==> src/rtl/uart_tx_serializer_if.sv <==
// Parallel-byte handshake into the UART transmitter and the serial line/Busy coming back out.
// The master drives the byte and frame options; the slave returns the line and its Busy status.
interface uart_tx_serializer_if #(
    parameter int Data_Width = 8
);
    logic [Data_Width-1:0] P_DATA;
    logic                  Data_Valid;
    logic                  PAR_EN;
    logic                  PAR_TYP;
    logic                  TX_OUT;
    logic                  Busy;

    modport master (
        output P_DATA, Data_Valid, PAR_EN, PAR_TYP,
        input  TX_OUT, Busy
    );

    modport slave (
        input  P_DATA, Data_Valid, PAR_EN, PAR_TYP,
        output TX_OUT, Busy
    );
endinterface

==> src/rtl/uart_tx_serializer.sv <==
// UART frame serializer: start, LSB-first data, optional parity, stop; one bit per CLK.
// Latency: start bit on TX_OUT the cycle after Data_Valid is accepted in IDLE.
// Backpressure: Busy high for the whole frame; Data_Valid outside IDLE is dropped, never queued.
module uart_tx_serializer #(
    parameter int Data_Width = 8,
    parameter int B_C_W      = $clog2(Data_Width)
) (
    input  logic                 CLK,
    input  logic                 RST,
    uart_tx_serializer_if.slave  bus
);

    typedef enum logic [2:0] {
        IDLE,
        START,
        DATA,
        PARITY,
        STOP
    } state_t;

    localparam logic [B_C_W-1:0] LAST_IDX = B_C_W'(Data_Width - 1);

    state_t                  state;
    state_t                  state_nxt;
    logic [B_C_W-1:0]        idx;
    logic [B_C_W-1:0]        idx_nxt;
    logic [Data_Width-1:0]   data_q;
    logic                    par_en_q;
    logic                    par_bit_q;
    logic                    accept;
    logic                    tx_q;
    logic                    tx_nxt;
    logic                    busy_q;
    logic                    busy_nxt;

    assign bus.TX_OUT = tx_q;
    assign bus.Busy   = busy_q;

    always_ff @(posedge CLK) begin
        if (RST) begin
            state     <= IDLE;
            idx       <= '0;
            data_q    <= '0;
            par_en_q  <= 1'b0;
            par_bit_q <= 1'b0;
            tx_q      <= 1'b1;
            busy_q    <= 1'b0;
        end else begin
            state  <= state_nxt;
            idx    <= idx_nxt;
            tx_q   <= tx_nxt;
            busy_q <= busy_nxt;
            if (accept) begin
                data_q    <= bus.P_DATA;
                par_en_q  <= bus.PAR_EN;
                par_bit_q <= (^bus.P_DATA) ^ bus.PAR_TYP;
            end
        end
    end

    always_comb begin
        state_nxt = state;
        idx_nxt   = idx;
        accept    = 1'b0;
        tx_nxt    = 1'b1;
        busy_nxt  = 1'b0;

        case (state)
            IDLE: begin
                if (bus.Data_Valid) begin
                    accept    = 1'b1;
                    state_nxt = START;
                end
            end
            START: begin
                idx_nxt   = '0;
                state_nxt = DATA;
            end
            DATA: begin
                if (idx == LAST_IDX) begin
                    state_nxt = par_en_q ? PARITY : STOP;
                end else begin
                    idx_nxt = idx + 1'b1;
                end
            end
            PARITY:  state_nxt = STOP;
            STOP:    state_nxt = IDLE;
            default: state_nxt = IDLE;
        endcase

        // Outputs are flopped, so decode them from the state being entered.
        case (state_nxt)
            START:   tx_nxt = 1'b0;
            DATA:    tx_nxt = data_q[idx_nxt];
            PARITY:  tx_nxt = par_bit_q;
            default: tx_nxt = 1'b1;
        endcase
        busy_nxt = (state_nxt != IDLE);
    end

endmodule

==> src/flat_wrapper.sv <==
// flat-port wrapper written by rule: the top's interface ports become plain ports
module uart_tx_serializer_flat 
#(
    parameter int Data_Width = 8,
    parameter int B_C_W      = $clog2(Data_Width)
)
  (CLK, RST, bus_P_DATA, bus_Data_Valid, bus_PAR_EN, bus_PAR_TYP, bus_TX_OUT, bus_Busy);
  uart_tx_serializer_if #(.Data_Width(Data_Width)) bus_i ();
  input  logic CLK;
  input  logic RST;
  input wire logic [$bits(bus_i.P_DATA)-1:0] bus_P_DATA;
  input wire logic [$bits(bus_i.Data_Valid)-1:0] bus_Data_Valid;
  input wire logic [$bits(bus_i.PAR_EN)-1:0] bus_PAR_EN;
  input wire logic [$bits(bus_i.PAR_TYP)-1:0] bus_PAR_TYP;
  output wire logic [$bits(bus_i.TX_OUT)-1:0] bus_TX_OUT;
  output wire logic [$bits(bus_i.Busy)-1:0] bus_Busy;
  assign bus_i.P_DATA = bus_P_DATA;
  assign bus_i.Data_Valid = bus_Data_Valid;
  assign bus_i.PAR_EN = bus_PAR_EN;
  assign bus_i.PAR_TYP = bus_PAR_TYP;
  assign bus_TX_OUT = bus_i.TX_OUT;
  assign bus_Busy = bus_i.Busy;
  uart_tx_serializer #(.Data_Width(Data_Width), .B_C_W(B_C_W)) u_core (.CLK(CLK), .RST(RST), .bus(bus_i));
endmodule
==> config.mk <==
export PLATFORM = sky130hd
export DESIGN_NAME = uart_tx_serializer_flat
export DESIGN_NICKNAME = d
export VERILOG_FILES = /design/src/rtl/uart_tx_serializer_if.sv /design/src/rtl/uart_tx_serializer.sv /design/src/flat_wrapper.sv
export SDC_FILE = /design/constraint.sdc
export NUM_CORES = 1
export LEC_CHECK = 0
export BUFFER_PORTS_ARGS = -buffer_cell sky130_fd_sc_hd__buf_2
export CAP_MARGIN = 5
export CORE_ASPECT_RATIO = 1.2
export CORE_MARGIN = 3
export CORE_UTILIZATION = 40
export DETAILED_ROUTE_END_ITERATION = 10
export GPL_TIMING_DRIVEN = 0
export PLACE_DENSITY = 0.58
export SYNTH_ARGS = -nofsm -noshare
export SYNTH_HDL_FRONTEND = slang
export SYNTH_SLANG_ARGS = --single-unit
export TNS_END_PERCENT = 5
==> constraint.sdc <==
create_clock -name CLK -period 2.5 [get_ports CLK]
set_input_delay 0 -clock CLK [delete_from_list [all_inputs] [get_ports CLK]]
set_output_delay 0 -clock CLK [all_outputs]
set_load 0.02 [all_outputs]
==> reports/metrics.yaml <==
global_route:
  overflow: 0
  grt_pass1_wl_mm: 3.30
  grt_pass1_vias: 784
  grt_max_degree: 11
  antenna_found_initial: 0
  grt_use_total_pct: 14.7
pwr:
  vdd_ir_drop_max_mv: 0.342
  cellPowerDensity_nw_per_um2: 542
  p_leak_nw: 0.467
clock_network:
  h-tree-depth: 1
  clock-root-buffer: "clkbuf_4"
  cts_inserted_buffers: 3
  tritoncts: "built"
  cts.sink_count: 18
  post_cts_buffers: 0
  cts.clk_slew.worst_paths_ps: 100
  clockBufferDepth: 2
  ctsResizeCount: 0
  clk_latency_ps: 290
synth:
  ys_warn_count: 0
  synthArstFlopShare_pct: 0
  synth-seq-cells: 18
  synth_fp_nets: 128
  synth_area_per_cell_um2: 8.21
  synth_edf_count: 0
  netlist_instances: 114
  synth_seq_area_share_pct: 38.5
  synthesis.area_um2: 936
  synth.distinct_cells: 33
  synth_ff_type: "dfxtp_1"
setup_path:
  worstSetupPathType: "register to register"
  cp_max_fo: 5
  r2r-end: "u_core.bus.TX_OUT$_SDFF_PP1_"
  worstRegToRegCells: 7
  cp-start-kind: "register"
  required_ps: 2720
  ff2ff_setup_slack_ps: 590
  arrival_ps: 2130
  endpoint_kind: "register"
  r2r-start: "u_core.idx[0]$_SDFF_PP0_"
flow_run:
  max_cap_violations: 0
placement:
  gp_congestion: 0.799
  postPlaceCellArea_um2: 1040
  hpwl_mm: 1.35
  io_buffers: 13
drt:
  dr_total_vias: 831
  ant_nets: 0
  wl_per_cell_um: 11.1
  drcViolationCount: 0
  wl_mm: 1.89
  first_pass_iters: 4
  first_iter_violations: 16
  via_per_inst: 4.89
worst_hold_path:
  min_path_type: "primary input to register"
  hold_path_depth: 2
  hold_start: "RST"
  holdPathEnd: "u_core.idx[0]$_SDFF_PP0_"
sta:
  fin_setup_tns_ps: 0
  min_period_over_period_pct: 76.3
  max_freq_mhz: 524
  hold_viol_final: 0
  slew_headroom_pct: 56.7
  setup_viol: 0
  rsz0062_at_grt: "false"
  report.final.slew_viol_count: 0
  period_needed_ps: 1910
  fin_skew_ps: 1.45
  worst_slew_pin_slew_ps: 646
cells_and_area:
  final_area_um2: 1160
  syn2layout_area_growth_pct: 24.5
  nFillCells: 214
  drive_gt1_share_pct: 19.3
  regArea_um2: 360
  layout.nets: 155
  multiInputGateArea_um2: 542
  fin_util_pct: 54.4
  antenna_cells: 0
floorplanning:
  core-area_um2: 2140
  io_pins: 15
  rows: 18
  fp.dieW_um: 50.2
  dieArea_um2: 2960
  start_util_pct: 43.7
  fp.dieH_um: 59.0
outcome:
  status: "finished clean"
cells by family (layout without fill, tap and decap cells):
family	Yosys count	after routing	share of synthesized area [%]
DFF	18	18	38.5
and+or+nand+nor	49	49	26.7
buffers and inverters	8	34	3.61
adders and majority gates	1	1	1.34
muxes	3	3	3.34
AOI/OAI and AO/OA	27	27	19.0
xor gates and xnor gates	8	8	7.49
layer usage:
| layer | GRT usage, % | wire [um] | share of wire (%) |
|---|---|---|---|
| met1 | 15.6 | 823 | 44 |
| met2 | 27.2 | 981 | 52 |
| met3 | 3.27 | 63 | 3.3 |
| met4 | 6.72 | 22 | 1.2 |
| met5 | 0 | 0 | 0 |
Yosys cell counts, types with 2 or more instances:
library cell,instances,area share [%]
dfxtp_1,18,39
mux2i_1,2,2.1
or3_1,2,1.3
xnor2_1,6,5.6
clkbuf_1,3,1.2
xor2_1,2,1.9
a21oi_1,14,7.5
nand2b_1,5,3.3
nor2b_1,5,3.3
inv_1,2,0.80
buf_2,3,1.6
nor2_1,5,2.0
nand2_1,25,10
o21ai_0,3,1.6
critical path, cell delays in order, from the launching register on:
cell and delay [ps]:
dfxtp_1 400, ha_1 240, a21oi_1 120, a211oi_1 410, nor2_4 100, mux2i_1 130, mux2_2 280, o211ai_2 150
how the worst max path moves through the flow:
stage | slack, ps | end | startpoint | cells after the start
after floorplan | 770 | u_core.bus.TX_OUT$_SDFF_PP1_ | u_core.idx[0]$_SDFF_PP0_ | 7
after global placement | 620 | u_core.bus.TX_OUT$_SDFF_PP1_ | u_core.idx[0]$_SDFF_PP0_ | 7
after detailed placement | 630 | u_core.bus.TX_OUT$_SDFF_PP1_ | u_core.idx[0]$_SDFF_PP0_ | 7
after CTS | 580 | u_core.bus.TX_OUT$_SDFF_PP1_ | u_core.idx[0]$_SDFF_PP0_ | 7
after global routing | 490 | u_core.bus.TX_OUT$_SDFF_PP1_ | u_core.idx[0]$_SDFF_PP0_ | 7
final | 590 | u_core.bus.TX_OUT$_SDFF_PP1_ | u_core.idx[0]$_SDFF_PP0_ | 7
per-stage QoR:
stage	worst slack, ps	power, W	cells	hold slack (ps)
2_1_floorplan	774	0.000417	114	136
3_3_place_gp	617	0.000450	157	242
3_5_place_dp	627	0.000452	157	244
4_1_cts	582	0.000645	170	45.2
5_1_grt	490	0.000679	170	58.9
6_report	592	0.000631	170	57.6
where the power goes:
group          switching (W)  internal (W)
logic              0.0000718     0.0000665
registers         0.00000888      0.000307
clock network      0.0000879     0.0000886
total               0.000169      0.000463
cell usage in the layout (no fill, tap or decap), drive strengths merged:
cell,count
nand2,25
dfxtp,18
buf,16
a21oi,14
dlygate4sd3,9
clkbuf,7
xnor2,6
nor2,6
nor2b,6
nand2b,5
o21ai,4
or3,2
xor2,2
inv,2
mux2i,2
nor3,2
a211oi,2
nand4,1
a211o,1
and2,1
nor4bb,1
o21ba,1
a32o,1
mux2,1
a2bb2oi,1
a21boi,1
o311a,1
o211ai,1
ha,1
state kept, by name, indices dropped and copies added, names as in the netlist:
| register | count |
|---|---|
| u_core.bus.Busy | 1 |
| u_core.bus.TX_OUT | 1 |
| u_core.data_q | 8 |
| u_core.idx | 3 |
| u_core.par_bit_q | 1 |
| u_core.par_en_q | 1 |
| u_core.state | 3 |
layout make-up:
class / count / share of cell area [%]
multi-input cells: 88 / 46.5
flip-flops and latches: 18 / 30.9
repair buffers: 22 / 13.3
clock buffers: 4 / 3.11
well taps: 30 / 3.22
inverters: 2 / 0.644
plain buffers: 6 / 2.26
repair_timing:
item                                    4_1_cts  5_1_grt
endpoints found under the setup margin        0        0
hold buffers                                  9        0
endpoints found under the hold margin         9        0
Power figures use the tool's default switching activity.
